## src/rtl/morse_stream_decoder.sv

```systemverilog
// Morse DIT/DAH stream to ASCII decoder feeding a FWFT output FIFO; a char appears 1 cycle after its GAP/SPACE.
// Backpressure: letterValid/letterReady drain; a push into a full FIFO without a pop is dropped and flags overrun.
`timescale 1ns/1ps
module morse_stream_decoder #(
    parameter int MAX_ELEMS  = 5,
    parameter int DIGITS_EN  = 1,
    parameter int FIFO_DEPTH = 4,
    parameter int CNT_W      = 3
) (
    input  logic             clk,
    input  logic             reset,
    input  logic [2:0]       inputSignal,
    output logic [7:0]       letter,
    output logic             letterValid,
    input  logic             letterReady,
    output logic             badCode,
    output logic             overrun,
    output logic [CNT_W-1:0] count
);
    localparam int AW = (FIFO_DEPTH > 1) ? $clog2(FIFO_DEPTH) : 1;
    localparam logic [2:0]       MAX_LEN = 3'(MAX_ELEMS);
    localparam logic [CNT_W-1:0] DEPTH   = CNT_W'(FIFO_DEPTH);

    localparam logic [2:0] SYM_DIT   = 3'd1;
    localparam logic [2:0] SYM_DAH   = 3'd2;
    localparam logic [2:0] SYM_GAP   = 3'd3;
    localparam logic [2:0] SYM_SPACE = 3'd4;

    typedef enum logic {COLLECT, EMIT_SP} state_t;

    state_t               state, state_n;
    logic [MAX_ELEMS-1:0] code, code_n;
    logic [2:0]           len, len_n;
    logic                 ovf, ovf_n;
    logic                 last_space, last_space_n;
    logic                 push, bad_n, sym_drop;
    logic [7:0]           push_dat;
    logic [8:0]           lu;

    logic [7:0]       mem [FIFO_DEPTH];
    logic [AW-1:0]    wr_ptr, rd_ptr;
    logic [CNT_W-1:0] cnt;
    logic             pop, full, push_ok, drop;

    // Result is {hit, ascii}; a zero ascii means the (len, code) pair is unmapped.
    function automatic logic [8:0] lookup(input logic [2:0] l, input logic [5:0] c);
        logic [7:0] a;
        a = 8'h00;
        case ({l, c})
            {3'd1, 6'b000000}: a = "E";  {3'd1, 6'b000001}: a = "T";
            {3'd2, 6'b000000}: a = "I";  {3'd2, 6'b000001}: a = "A";
            {3'd2, 6'b000010}: a = "N";  {3'd2, 6'b000011}: a = "M";
            {3'd3, 6'b000000}: a = "S";  {3'd3, 6'b000001}: a = "U";
            {3'd3, 6'b000010}: a = "R";  {3'd3, 6'b000011}: a = "W";
            {3'd3, 6'b000100}: a = "D";  {3'd3, 6'b000101}: a = "K";
            {3'd3, 6'b000110}: a = "G";  {3'd3, 6'b000111}: a = "O";
            {3'd4, 6'b000000}: a = "H";  {3'd4, 6'b000001}: a = "V";
            {3'd4, 6'b000010}: a = "F";  {3'd4, 6'b000100}: a = "L";
            {3'd4, 6'b000110}: a = "P";  {3'd4, 6'b000111}: a = "J";
            {3'd4, 6'b001000}: a = "B";  {3'd4, 6'b001001}: a = "X";
            {3'd4, 6'b001010}: a = "C";  {3'd4, 6'b001011}: a = "Y";
            {3'd4, 6'b001100}: a = "Z";  {3'd4, 6'b001101}: a = "Q";
            default: a = 8'h00;
        endcase
        if (DIGITS_EN != 0 && l == 3'd5) begin
            case (c)
                6'b011111: a = "0";  6'b001111: a = "1";
                6'b000111: a = "2";  6'b000011: a = "3";
                6'b000001: a = "4";  6'b000000: a = "5";
                6'b010000: a = "6";  6'b011000: a = "7";
                6'b011100: a = "8";  6'b011110: a = "9";
                default:   a = 8'h00;
            endcase
        end
        return {a != 8'h00, a};
    endfunction

    assign lu = lookup(len, 6'(code));

    always_comb begin
        state_n      = state;
        code_n       = code;
        len_n        = len;
        ovf_n        = ovf;
        last_space_n = last_space;
        push         = 1'b0;
        push_dat     = 8'h00;
        bad_n        = 1'b0;
        sym_drop     = 1'b0;
        case (state)
            COLLECT: begin
                case (inputSignal)
                    SYM_DIT, SYM_DAH: begin
                        if (len < MAX_LEN) begin
                            code_n = {code[MAX_ELEMS-2:0], inputSignal == SYM_DAH};
                            len_n  = len + 3'd1;
                        end else begin
                            ovf_n = 1'b1;
                        end
                    end
                    SYM_GAP, SYM_SPACE: begin
                        if (len != 3'd0) begin
                            push = 1'b1;
                            if (lu[8] && !ovf) begin
                                push_dat = lu[7:0];
                            end else begin
                                push_dat = 8'h3F;
                                bad_n    = 1'b1;
                            end
                            code_n       = '0;
                            len_n        = 3'd0;
                            ovf_n        = 1'b0;
                            last_space_n = 1'b0;
                            if (inputSignal == SYM_SPACE) state_n = EMIT_SP;
                        end else if (inputSignal == SYM_SPACE && !last_space) begin
                            push         = 1'b1;
                            push_dat     = 8'h20;
                            last_space_n = 1'b1;
                        end
                    end
                    default: ;
                endcase
            end
            EMIT_SP: begin
                push         = 1'b1;
                push_dat     = 8'h20;
                last_space_n = 1'b1;
                state_n      = COLLECT;
                // Codes 5-7 count as WAIT, so only 1..4 are lost here.
                sym_drop     = (inputSignal >= SYM_DIT) && (inputSignal <= SYM_SPACE);
            end
            default: state_n = COLLECT;
        endcase
    end

    assign letterValid = (cnt != '0);
    assign full        = (cnt == DEPTH);
    assign pop         = letterValid && letterReady;
    assign push_ok     = push && (!full || pop);
    assign drop        = push && full && !pop;
    assign letter      = letterValid ? mem[rd_ptr] : 8'h00;
    assign count       = cnt;

    always_ff @(posedge clk) begin
        if (reset) begin
            state      <= COLLECT;
            code       <= '0;
            len        <= 3'd0;
            ovf        <= 1'b0;
            last_space <= 1'b1;
            wr_ptr     <= '0;
            rd_ptr     <= '0;
            cnt        <= '0;
            badCode    <= 1'b0;
            overrun    <= 1'b0;
        end else begin
            state      <= state_n;
            code       <= code_n;
            len        <= len_n;
            ovf        <= ovf_n;
            last_space <= last_space_n;
            badCode    <= bad_n;
            overrun    <= drop | sym_drop;
            if (push_ok) wr_ptr <= wr_ptr + 1'b1;
            if (pop)     rd_ptr <= rd_ptr + 1'b1;
            case ({push_ok, pop})
                2'b10:   cnt <= cnt + 1'b1;
                2'b01:   cnt <= cnt - 1'b1;
                default: cnt <= cnt;
            endcase
        end
    end

    always_ff @(posedge clk) begin
        if (!reset && push_ok) mem[wr_ptr] <= push_dat;
    end
endmodule

```

## config.mk

```make
export PLATFORM = sky130hd
export DESIGN_NAME = morse_stream_decoder
export DESIGN_NICKNAME = d
export VERILOG_FILES = /design/src/rtl/morse_stream_decoder.sv
export SDC_FILE = /design/constraint.sdc
export NUM_CORES = 1
export LEC_CHECK = 0
export ABC_CLOCK_PERIOD_IN_PS = 2900
export CORE_UTILIZATION = 40
export CTS_CLUSTER_SIZE = 16
export DETAILED_ROUTE_END_ITERATION = 6
export PLACE_DENSITY_LB_ADDON = 0.12
export SKIP_LAST_GASP = 1
export SLEW_MARGIN = 20
export SYNTH_ARGS = -nofsm -noshare
export SYNTH_HDL_FRONTEND = slang
export SYNTH_SLANG_ARGS = --single-unit
```

## constraint.sdc

```tcl
create_clock -name clk -period 2.9 [get_ports clk]
set_input_delay 0.435 -clock clk [delete_from_list [all_inputs] [get_ports clk]]
set_output_delay 0.435 -clock clk [all_outputs]
set_load 0.1 [all_outputs]
```

==> reports/results.ini, run 1 <==
[finish]
mostFrequentLayoutCells = 45 x buf_4, 28 x nor2_1, 28 x edfxtp_1
diodes = 0
final_area_um2 = 3739
drive_gt1_share_pct = 22.22
final_nets = 377
layout_commonest_cell = buf_4
fillers = 743
area_delta_synth_final_pct = 16.72
finish.utilization_pct = 48.38

[timing]
timing.fmax_mhz = 384.6
fin_skew_ns = 0.01462
fin_crit_ns = 2.600
rsz0062_at_grt = false
drv_slew = 0
tightestPinTransition_ns = 0.6345
setup_violations = 0
final_hold_viol_count = 0
post-route-period-util_pct = 89.66
timing.slew.headroom_pct = 57.65

[placement]
place.gp.congestion = 0.8863
io_buffers = 18
placed_area_um2 = 3636
dp_hpwl_um = 5439

[global_routing]
grt_pass1_vias = 2351
grt_pass1_wl_um = 11840
grt_max_degree = 21
gr-total-overflow = 0
grt_use_total_pct = 18.14
antenna_found_initial = 0

[routing]
ant_nets = 0
drtPass1Iterations = 4
drc = 0
drt_iter0_drc = 119
wl_per_cell_um = 15.24
wirelength_um = 7040
vias_per_cell = 5.422
vias = 2505

[min_path]
hp-class = reg2reg

[die]
die_w_um = 91.49
coreArea_um2 = 7727
die_y_um = 91.49
initial_core_util_pct = 41.45
io_pins = 20
die-area_um2 = 8370
row_count = 32

[synthesis]
synth_top_area_share_pct = 26.25
syn_avg_cell_area_um2 = 9.825
synthSimpleGateAreaFrac_pct = 20.51
synthAdderAreaFrac_pct = 4.922
yosysTopAreaCell = edfxtp_1
synthesis.area_um2 = 3203
yosys_register_bits = 55
synthArstFlopShare_pct = 0
yosysWarningCount = 0
synthTopCellsByArea = edfxtp_1 26%, dfxtp_1 17%, mux4_2 4.9%, ha_1 4.3%, a21oi_1 3.3%
seq_area_frac_synth_pct = 43.13
synth-xor-area-share_pct = 2.461
synth_edf_count = 28
synth_top_family_by_area = simple AND/OR/NAND/NOR gates
synth_fp_nets = 344
syn_inst = 326
synth_compound_area_share_pct = 17.66
synthDistinctLibCells = 62
synth_mux_area_share_pct = 6.172
ys.flop_type = edfxtp_1

[power_and_ir_drop]
leakage_uw = 0.001326
ir_drop_mv = 0.2030
powerDensity_nw_per_um2 = 432.1

[clocking]
ctsHoldBuffers = 0
cts_tree = yes
clock_latency_ns = 0.32
clk_pin_slew_worst_paths_ns = 0.11
clock-sinks = 55
cts_made_buffers = 5
clock_path_buffers = 2
cts_resized = 0
cts-root-buf = clkbuf_8
htreeDepth = 2
postCtsSetupBuffers = 0

[run]
drv_cap = 0

[critical_path]
path_class = in2reg
cp_data_required_time_ns = 3.09
max_stage_delay_ns = 0.46
worstPathMaxFanout = 3
cpMaxStageDelayCell = clkdlybuf4s50_1
path_buf_inv = 1
critPathLaunchType = input port
critPathArrivalTime_ns = 2.79
crit_family = simple AND/OR/NAND/NOR gates
cp_cell_sequence = clkdlybuf4s50_1 -> or3b_1 -> a211oi_4 -> nor2_4 -> o31a_1 -> or2_1 -> ha_1 -> nor2b_1 -> a21oi_1 -> o32ai_1
rrSetupSlack_ns = 0.41
cp-end-kind = flip-flop

[run_status]
status = completed

## layer usage
metal / part of all wire [%] / up-vias / global-route usage, %
met1: 47 / 1185 / 24.16
li1: - / 1258 / -
met2: 47 / 49 / 29.39
met5: 0 / - / 0
met4: 2.2 / 0 / 6.614
met3: 3.6 / 13 / 3.266
## logic make-up after synthesis
family,after synthesis
xor+xnor,9
mux,11
other cells,1
compound gates,81
fa+ha+maj,12
simple gates,121
flops,55
buf+inv,36
## worst paths after layout
kind	start	endpoint	cells past startpoint
setup / recovery	inputSignal[2]	flip-flop	10
hold / removal	wr_ptr[1]	wr_ptr[1]	2
setup reg to reg	len[1]	count[1]	10
hold reg to reg	wr_ptr[1]	wr_ptr[1]	2
## through the flow
stage	std cells	setup WS (ns)	hold slack [ns]	TNS (ns)	total power, uW
after floorplan	326	0.001949	0.4608	0	1082
after global placement	454	-0.007610	0.5026	-0.007610	1173
after detailed placement	454	-0.02472	0.5036	-0.02814	1172
after CTS	462	0.3090	0.5369	0	1632
after global routing	462	0.1846	0.5443	0	1692
final	462	0.2998	0.5276	0	1616
## worst reg2reg max path, delay by kind of cell, from the launching register on
family | cells | cell delay (ns)
and+or+nand+nor | 2 | 0.41
adders and majority gates | 2 | 0.71
buffers and inverters | 1 | 0.15
AOI/OAI and AO/OA | 5 | 0.81
DFF | 1 | 0.32
## layout make-up
class / count / area, um^2 / share of cell area, %
Clock buffer: 5 / 68.82 / 1.841
Clock inverter: 3 / 33.78 / 0.9036
Inverter: 11 / 41.29 / 1.104
Multi-Input combinational cell: 235 / 1675 / 44.81
Sequential cell: 55 / 1384 / 37.01
Tap cell: 102 / 127.6 / 3.414
Timing Repair Buffer: 51 / 407.9 / 10.91
## report_power, final
group          internal [uW]  switching (uW)  leakage [uW]
Clock                    182             280     0.0000515
Sequential               832            13.0      0.000468
Combinational            115             194      0.000806
Total                   1130             487       0.00133
## cell usage after synthesis, types with 6 or more instances
cell / count
inv_1: 10
a21oi_1: 21
nand2_1: 17
and2_1: 14
o21ai_1: 6
dfxtp_1: 27
clkbuf_1: 17
ha_1: 11
nand2b_1: 7
nor3_1: 11
nand3_1: 8
nor2_1: 28
o21ai_0: 12
nor2b_1: 7
edfxtp_1: 28
mux4_2: 7
No activity file was read; power rests on OpenSTA's default activity.
==> run 2: changes to the inputs <==
- REMOVE_ABC_BUFFERS: default -> 1
- SLEW_MARGIN: 20 -> 30
==> run 2 against run 1 <==
Against the previous run: register-to-register slack got worse by 0.03 ns; core utilization fell by 0.24 points; critical path depth did not move; maximum frequency fell by 0.37%; die area did not move; largest cell class unchanged; via count barely moved; largest power group unchanged; final cell count fell by 0.87%.
==> reports/results.ini, run 2 (synthesis results as in run 1) <==
[run_status]
status = completed

[timing]
rsz0062_at_grt = false
timing.slew.headroom_pct = 60.97  ; +3.3 points
final_hold_viol_count = 0  ; unchanged
tightestPinTransition_ns = 0.5847  ; -0.04976 ns
fin_crit_ns = 2.610  ; +0.009671 ns
fin_ws_ns = 0.2902  ; -0.009671 ns
timing.hold.ws_ns = 0.5313  ; +0.003702 ns
setup_violations = 0  ; unchanged
fin_skew_ns = 0.01345  ; -0.001173 ns
timing.fmax_mhz = 383.2  ; -0.37%
drv_slew = 0  ; unchanged
post-route-period-util_pct = 89.99  ; +0.33 points

[finish]
mostFrequentLayoutCells = 38 x buf_4, 28 x nor2_1, 28 x edfxtp_1
final_cells = 458  ; -0.87%
fillers = 733  ; -1.3%
layout_commonest_cell = buf_4
multi_input_area_um2 = 1660  ; -0.90%
seq_area_um2 = 1381  ; -0.18%
diodes = 0  ; unchanged
finish.utilization_pct = 48.14  ; -0.24 points
area_delta_synth_final_pct = 16.13
drive_gt1_share_pct = 18.26  ; -4.0 points
final_nets = 373  ; -1.1%

[clocking]
cts-root-buf = clkbuf_8
ctsHoldBuffers = 0  ; unchanged
postCtsSetupBuffers = 0  ; unchanged
cts_tree = yes
clk_pin_slew_worst_paths_ns = 0.11  ; about the same
clock-sinks = 55  ; unchanged
clock_latency_ns = 0.31  ; about the same
cts_made_buffers = 5  ; unchanged
cts_resized = 0  ; unchanged
clock_path_buffers = 2  ; unchanged
htreeDepth = 2  ; unchanged

[power_and_ir_drop]
ir_drop_mv = 0.1889  ; -7.0%
internal_power_uw = 1123  ; -0.54%
powerDensity_nw_per_um2 = 430.4  ; -0.40%
clkPwrFrac_pct = 27.8  ; -0.8 points
leakage_uw = 0.001295  ; -2.4%
seqPwrFrac_pct = 52.8  ; +0.5 points
p_sw_uw = 478.4  ; -1.7%
switching_share_pct = 29.88  ; -0.25 points
comb_power_share_pct = 19.4  ; +0.3 points
finalPower_uw = 1601  ; -0.90%

[routing]
vias_per_cell = 5.472  ; +0.91%
drtPass1Iterations = 4  ; unchanged
vias = 2506  ; +0.040%
ant_nets = 0  ; unchanged
wirelength_um = 7118  ; +1.1%
drc = 0  ; unchanged
drt_iter0_drc = 169  ; +42%
wl_per_cell_um = 15.54  ; +2.0%

[global_routing]
grt_use_total_pct = 18.19  ; +0.049 points
antenna_found_initial = 0  ; unchanged
grt_max_degree = 20  ; -4.8%
grt_pass1_wl_um = 12030  ; +1.6%
grt_pass1_vias = 2436  ; +3.6%
gr-total-overflow = 0  ; unchanged

[placement]
place.gp.congestion = 0.8364  ; -5.6%
pre_cts_ws_ns = -0.04268  ; -0.01796 ns
dp_hpwl_um = 5238  ; -3.7%
dp_cells = 450  ; -0.88%
io_buffers = 18  ; unchanged

[min_path]
hp-start = wr_ptr[1]
hold_depth = 2  ; unchanged
worstHoldEndpoint = wr_ptr[1]
hp-class = reg2reg

[die]
die-area_um2 = 8370  ; unchanged
die_w_um = 91.49  ; unchanged
io_pins = 20  ; unchanged
row_count = 32  ; unchanged
initial_core_util_pct = 41.45  ; unchanged
coreArea_um2 = 7727  ; unchanged
die_y_um = 91.49  ; unchanged

[critical_path]
worstPathMaxFanout = 3  ; unchanged
critPathArrivalTime_ns = 2.78  ; about the same
rrSetupSlack_ns = 0.38  ; -0.03 ns
path_class = in2reg
cp_data_required_time_ns = 3.07  ; -0.02 ns
cp-end-kind = flip-flop
max_stage_delay_ns = 0.46  ; about the same
critPathLaunchType = input port
timing.rr.start = len[1]
cp_cell_sequence = clkdlybuf4s50_1 -> or3b_1 -> a211oi_4 -> nor2_4 -> o31a_1 -> or2_1 -> ha_1 -> nor2b_1 -> a21oi_1 -> o32ai_1
reg2reg_depth = 14  ; +4
cpMaxStageDelayCell = clkdlybuf4s50_1

[run]
drv_cap = 0  ; unchanged

[run 2: cell types whose count changed in the layout (fill, tap and decap cells not counted), sizes merged]
cell / change
buf: -4
clkinv: -2
clkinvlp: +1
inv: +1
[run 2: power by group through the flow]
stage | logic (uW) | registers, uW | clock network, uW
finish | 311 | 845 | 445
global route | 338 | 848 | 491
CTS | 311 | 845 | 455
detailed placement | 309 | 863 | 0
global placement | 308 | 863 | 0
floorplan | 183 | 880 | 0
[run 2: worst max-delay path, delay by kind of cell]
family | cells | cell delay [ns]
fa+ha+maj | 1 | 0.19
compound gates | 4 | 0.83
simple gates | 4 | 0.85
buf+inv | 1 | 0.46
[run 2: metal layers]
metal	global-route usage (%)	part of all wire (%)
met1	25.56	48
met2	28.63	45
met3	2.764	5.2
met4	5.820	1.8
met5	0	0
[run 2: worst max path at each step]
stage	slack (ns)	from	endpoint
4_1_cts	0.30	inputSignal[2]	flip-flop
2_1_floorplan	-0.36	count[2]	letter[0]
5_1_grt	0.16	inputSignal[2]	flip-flop
3_3_place_gp	-0.002	inputSignal[2]	flip-flop
6_report	0.29	inputSignal[2]	flip-flop
3_5_place_dp	-0.04	inputSignal[2]	flip-flop
[run 2: layout make-up]
class                      count  area share [%]
multi-input combinational    235           44.63
sequential                    55           37.13
clock buffer                   5           1.850
clock inverter                 3          0.6727
tap                          102           3.431
timing repair buffer          47           11.17
inverter                      11           1.110
[run 2: stage by stage]
stage                TNS (ns)  area, um^2
finish                      0        3720
global route                0        3720
CTS                         0        3720
detailed placement   -0.04268        3626
global placement    -0.001876        3626
floorplan              -3.039        3083
